$ cat config.mk
export PLATFORM = sky130hd
export DESIGN_NAME = pipe_hazard_ctrl
export DESIGN_NICKNAME = d
export VERILOG_FILES = /design/src/rtl/pipe_pkg.sv /design/src/rtl/pipe_hazard_ctrl_hazard_unit.sv /design/src/rtl/pipe_hazard_ctrl.sv
export SDC_FILE = /design/constraint.sdc
export NUM_CORES = 1
export LEC_CHECK = 0
export CELL_PAD_IN_SITES_DETAIL_PLACEMENT = 0
export CELL_PAD_IN_SITES_GLOBAL_PLACEMENT = 2
export CORE_MARGIN = 2
export CORE_UTILIZATION = 32
export DETAILED_ROUTE_END_ITERATION = 10
export PLACE_DENSITY_LB_ADDON = 0.1
export SYNTH_ARGS = -nofsm -noshare
export SYNTH_HDL_FRONTEND = slang
export SYNTH_HIERARCHICAL = 1
export SYNTH_SLANG_ARGS = --single-unit
$ cat constraint.sdc
create_clock -name clk -period 3.6 [get_ports clk]
set_input_delay 0.72 -clock clk [delete_from_list [all_inputs] [get_ports clk]]
set_output_delay 0.72 -clock clk [all_outputs]
set_load 0.05 [all_outputs]
$ cat src/rtl/pipe_pkg.sv
// Shared encodings and per-stage control bundles for the 5-stage RV32I pipeline controller.
package pipe_pkg;

  localparam logic [1:0] RES_ALU  = 2'b00;
  localparam logic [1:0] RES_LOAD = 2'b01;
  localparam logic [1:0] RES_PC4  = 2'b10;

  localparam logic [1:0] FWD_RF = 2'b00;
  localparam logic [1:0] FWD_W  = 2'b01;
  localparam logic [1:0] FWD_M  = 2'b10;

  typedef struct packed {
    logic       valid;
    logic       reg_write;
    logic [1:0] result_src;
    logic       mem_write;
    logic       jump;
    logic       branch;
    logic [3:0] alu_control;
    logic       alu_src;
    logic [4:0] rs1;
    logic [4:0] rs2;
    logic [4:0] rd;
  } ctrl_e_t;

  typedef struct packed {
    logic       valid;
    logic       reg_write;
    logic [1:0] result_src;
    logic       mem_write;
    logic [4:0] rd;
  } ctrl_m_t;

  typedef struct packed {
    logic       valid;
    logic       reg_write;
    logic [1:0] result_src;
    logic [4:0] rd;
  } ctrl_w_t;

  // M outranks W because it holds the younger write to the same register.
  function automatic logic [1:0] fwd_sel(input logic [4:0] rs, input ctrl_m_t m, input ctrl_w_t w);
    if (m.valid && m.reg_write && m.rd != 5'd0 && m.rd == rs) return FWD_M;
    if (w.valid && w.reg_write && w.rd != 5'd0 && w.rd == rs) return FWD_W;
    return FWD_RF;
  endfunction

endpackage

$ cat src/rtl/pipe_hazard_ctrl_hazard_unit.sv
// Combinational hazard logic: load-use stall, branch/jump redirect and E-stage forwarding selects.
module hazard_unit
  import pipe_pkg::*;
(
  input  ctrl_e_t    ce,
  input  ctrl_m_t    cm,
  input  ctrl_w_t    cw,
  input  logic [4:0] rs1_d,
  input  logic [4:0] rs2_d,
  input  logic       zero_e,
  output logic       stall_f,
  output logic       stall_d,
  output logic       flush_d,
  output logic       flush_e,
  output logic       pc_src_e,
  output logic [1:0] fwd_a,
  output logic [1:0] fwd_b
);

  logic lw_stall;

  // rs2 is compared even for I-type: a spurious stall is cheaper than decoding format here.
  assign lw_stall = ce.valid & ce.reg_write & (ce.result_src == RES_LOAD) & (ce.rd != 5'd0) &
                    ((ce.rd == rs1_d) | (ce.rd == rs2_d));

  assign pc_src_e = ce.valid & (ce.jump | (ce.branch & zero_e));

  // A redirect squashes the stalled instruction anyway, so it wins.
  assign stall_f  = lw_stall & ~pc_src_e;
  assign stall_d  = lw_stall & ~pc_src_e;
  assign flush_d  = pc_src_e;
  assign flush_e  = lw_stall | pc_src_e;

  assign fwd_a = fwd_sel(ce.rs1, cm, cw);
  assign fwd_b = fwd_sel(ce.rs2, cm, cw);

endmodule

$ cat src/rtl/pipe_hazard_ctrl.sv
// D->W control pipeline with valid tracking, hazard unit hookup and performance counters.
module pipe_hazard_ctrl
  import pipe_pkg::*;
#(
  parameter int CNT_W = 32
) (
  input  logic             clk,
  input  logic             reset,
  input  logic             RegWriteD,
  input  logic [1:0]       ResultSrcD,
  input  logic             MemWriteD,
  input  logic             JumpD,
  input  logic             BranchD,
  input  logic [3:0]       ALUControlD,
  input  logic             ALUSrcD,
  input  logic [4:0]       Rs1D,
  input  logic [4:0]       Rs2D,
  input  logic [4:0]       RdD,
  input  logic             ZeroE,
  output logic             StallF,
  output logic             StallD,
  output logic             FlushD,
  output logic             FlushE,
  output logic             PCSrcE,
  output logic [1:0]       ForwardAE,
  output logic [1:0]       ForwardBE,
  output logic [3:0]       ALUControlE,
  output logic             ALUSrcE,
  output logic             MemWriteM,
  output logic             RegWriteW,
  output logic [1:0]       ResultSrcW,
  output logic [4:0]       RdW,
  output logic [CNT_W-1:0] InstRet,
  output logic [CNT_W-1:0] StallCnt,
  output logic [CNT_W-1:0] FlushCnt
);

  logic    valid_d;
  ctrl_e_t ce;
  ctrl_m_t cm;
  ctrl_w_t cw;

  hazard_unit u_haz (
    .ce       (ce),
    .cm       (cm),
    .cw       (cw),
    .rs1_d    (Rs1D),
    .rs2_d    (Rs2D),
    .zero_e   (ZeroE),
    .stall_f  (StallF),
    .stall_d  (StallD),
    .flush_d  (FlushD),
    .flush_e  (FlushE),
    .pc_src_e (PCSrcE),
    .fwd_a    (ForwardAE),
    .fwd_b    (ForwardBE)
  );

  // Enables are gated with valid at capture so squashed slots carry no side effects.
  always_ff @(posedge clk or negedge reset) begin
    if (!reset) begin
      valid_d <= 1'b0;
      ce      <= '0;
      cm      <= '0;
      cw      <= '0;
    end else begin
      valid_d <= StallD ? valid_d : ~FlushD;
      if (FlushE) ce <= '0;
      else ce <= '{valid: valid_d, reg_write: RegWriteD & valid_d, result_src: ResultSrcD,
                   mem_write: MemWriteD & valid_d, jump: JumpD & valid_d,
                   branch: BranchD & valid_d, alu_control: ALUControlD, alu_src: ALUSrcD,
                   rs1: Rs1D, rs2: Rs2D, rd: RdD};
      cm <= '{valid: ce.valid, reg_write: ce.reg_write, result_src: ce.result_src,
              mem_write: ce.mem_write, rd: ce.rd};
      cw <= '{valid: cm.valid, reg_write: cm.reg_write, result_src: cm.result_src, rd: cm.rd};
    end
  end

  always_ff @(posedge clk or negedge reset) begin
    if (!reset) begin
      InstRet  <= '0;
      StallCnt <= '0;
      FlushCnt <= '0;
    end else begin
      InstRet  <= InstRet  + CNT_W'(cw.valid);
      StallCnt <= StallCnt + CNT_W'(StallD);
      FlushCnt <= FlushCnt + CNT_W'(PCSrcE);
    end
  end

  assign ALUControlE = ce.alu_control;
  assign ALUSrcE     = ce.alu_src;
  assign MemWriteM   = cm.valid & cm.mem_write;
  assign RegWriteW   = cw.valid & cw.reg_write;
  assign ResultSrcW  = cw.result_src;
  assign RdW         = cw.rd;

endmodule
==> summary.md <==
| Metric | Value |
|---|---|
| Static Leak | 3.64 nW |
| Final Cell Area | 0.00845 sq mm |
| Number of synthesized flops with an enable pin | 0 |
| PwrDens | 612 mW/mm^2 |
| Fin. max-slew vios | 0 |
| Area Overhead vs Synth | 38.0% |
| Drt pass-1 iters | 4 |
| Total power | 5.17 mW |
| Core area | 0.0187 sq mm |
| Die Footprint | 0.0202 sq mm |
| Comb power frac | 0.266 |
| Commonest cells after routing, fill and taps aside | 143 x dfrtp_1, 142 x clkdlybuf4s50_1, 75 x xnor2_1, 46 x xor2_1, 42 x nand3_1 |
| Highest routing layer actually used | met4 |
| Critical R2R Capture | StallCnt[28] |
| CP Launch Type | register |
| Final setup violation count | 0 |
| R2R Path Start | ce[2] |
| Placed cells | 882 |
| Vias in the first global route | 4422 |
| Cell Rows | 50 |
| Longest Clk Path Bufs | 2 |
| Fraction of registers with async set/reset | 1.00 |
| Worst-path fanout max | 4 |
| Hold Vio Cnt, Final | 0 |
| Setup ws final | 0.124 ns |
| Mapped Nets | 546 |
| Arrival time at the worst endpoint | 2.76 ns |
| Worst Clk Skew | 0.00835 ns |
| Unrepaired setup endpoints after global routing | no |
| 1st-iter DRT viols | 153 |
| Post-route non-filler standard cell count | 913 |
| Setup TNS | 0 ns |
| R2R Setup Slk | 0.88 ns |
| Post-synthesis area per instance | 12.0 sq um |
| Largest net degree at the start of global routing | 65 |
| Vias | 4275 |
| CTS tree | yes |
| Cell taking the most area after synthesis | dfrtp_1 |
| CTS clk-pin slew, worst paths | 0.06 ns |
| Final min period | 3.48 ns |
| Final ANT Viol Nets | 0 |
| Hpwl dp | 10200 microns |
| Peak supply drop | 0.361 mV |
| Register area share after synthesis | 0.585 |
| Routed WL | 13900 microns |
| # IOs | 148 |
| Synth area leaders | dfrtp_1 58%, xnor2_1 11%, xor2_1 6.6% |
| Post-synth top flop | dfrtp_1 |
| Switching power | 1.77 mW |
| Most common cell after layout, fill and taps aside | dfrtp_1 |
| Cts hold-fix bufs | 0 |
| Fin util | 0.452 |
| Clk pwr share | 0.327 |
| Warnings from Yosys | 6 |
| Critical path class | register to primary output |
| Met3 WL | 776 microns |
| Worst slew pin tran | 1.09 ns |
| First-pass GRT wire length | 23200 microns |
| Status | complete, no violations |
| Post-Syn Area | 0.00612 sq mm |
| Final #Nets | 703 |
| Die X | 142 microns |
| R2R cell count | 10 |
| Initial antenna violation count | 0 |
| Final hold slack | 0.294 ns |
| FMAX | 288 MHz |
| Overall routing resource usage | 0.145 |
| Diode count | 0 |
| CTS root buf | clkbuf_16 |
| Met1 wire length | 6630 microns |
| Post-Syn Instances | 510 |
| Post-DR vias/cell | 4.68 |
| Starting density of the core | 0.327 |
| CP Capture Type | primary output |
| Max Cap Viol | 0 |
| Slew margin rel. | 0.270 |
| Num Clock Sinks | 143 |
| Placed Area | 0.00788 sq mm |
| Metal2 WL | 6380 microns |
| Final period util | 0.966 |
| Yosys top cell area share | 0.585 |
| Seq cells post-synth | 143 |
| DRC violations left | 0 |
| Worst hold path class | input port to asynchronous set/reset pin |
| P_int | 3.40 mW |
| Sw frac | 0.342 |
| Num CTS Buffers | 17 |
| DR WL/cell | 15.3 microns |
| H-tree levels | 4 |
| Ratio of cells with drive above 1 in the final layout | 0.0736 |
| Gr ovfl total | 0 |
| Die height | 142 microns |
| Flop pwr share | 0.407 |
| Place WS | 0.110 ns |
| Worst EP required | 2.88 ns |
| Clk Latency, worst-skew pair | 0.41 ns |
| Post-synthesis cell type count | 32 |
| GPL Wtd Cong | 0.745 |
| IO buf count | 147 |
-- per-layer routing --
metal	up-vias	global-route usage
met5	-	0
met4	0	0.0459
met3	13	0.0441
met2	112	0.218
met1	2075	0.200
li1	2075	-
-- cell families after synthesis --
group,count (synthesis),synth area share
multiplexers,1,0.00164
buffers and inverters,25,0.0235
XOR/XNOR,121,0.173
flip-flops,143,0.585
adder cells (fa/ha/maj),7,0.0143
AO/OA/AOI/OAI,6,0.00777
AND/OR/NAND/NOR,207,0.195
-- Yosys cell counts (3+ instances only) --
library cell / number
nor3_1: 17
or4_1: 5
nor4_1: 12
xnor2_1: 75
clkbuf_1: 5
and4_1: 9
and2_1: 8
nor2_1: 11
xor2_1: 46
nand2_1: 25
dfrtp_1: 143
inv_1: 6
nor4_2: 3
nand3_1: 42
and3_1: 15
ha_1: 7
nand4_1: 32
nor2b_1: 22
buf_4: 13
-- power by group through the flow --
stage / Sequential [mW] / Combinational (mW) / Clock, mW
global placement: 2.14 / 1.39 / 0
CTS: 2.11 / 1.40 / 1.75
finish: 2.10 / 1.37 / 1.69
floorplan: 2.35 / 0.683 / 0
global route: 2.14 / 1.47 / 1.83
detailed placement: 2.14 / 1.40 / 0
-- how the worst max path moves through the flow --
stage | slack, ns | end | start | cells after the start
global placement | 0.15 | StallCnt[28] | Rs2D[2] | 11
CTS | 0.01 | ForwardBE[0] | cm[3] | 5
finish | 0.12 | ForwardAE[0] | cm[3] | 5
global route | 0.008 | ForwardAE[0] | cm[3] | 5
detailed placement | 0.11 | StallCnt[28] | Rs1D[1] | 11
floorplan | 0.11 | StallCnt[20] | Rs2D[2] | 11
-- flip-flops by register name, summed over array words and instances, names as in the netlist --
| register | count |
|---|---|
| ResultSrcW | 2 |
| FlushCnt | 32 |
| cw | 2 |
| ce | 22 |
| InstRet | 32 |
| StallCnt | 32 |
| RdW | 5 |
| valid_d | 1 |
| cm | 10 |
| ALUSrcE | 1 |
| ALUControlE | 4 |
-- critical path, cell delays in order (launching register included) --
cell             delay [ns]
dfrtp_1                0.42
or4_1                  0.57
o211ai_2               0.22
nor4_2                 0.10
nor3_1                 0.20
clkdlybuf4s50_1        0.84
-- final cells by class --
cell class,count,area [sq um]
fillers,1765,10300
flip-flops and latches,143,3580
multi-input cells,342,2410
repair buffers,157,1580
clock buffers,22,454
well taps,234,293
clock inverters,9,111
inverters,6,22.5
-- repair_timing --
action,in CTS,in global routing
setup buffers,0,0
setup endpoints to repair,0,1
gates resized for setup,0,1
Note: power is estimated with default switching activity, not from simulation.
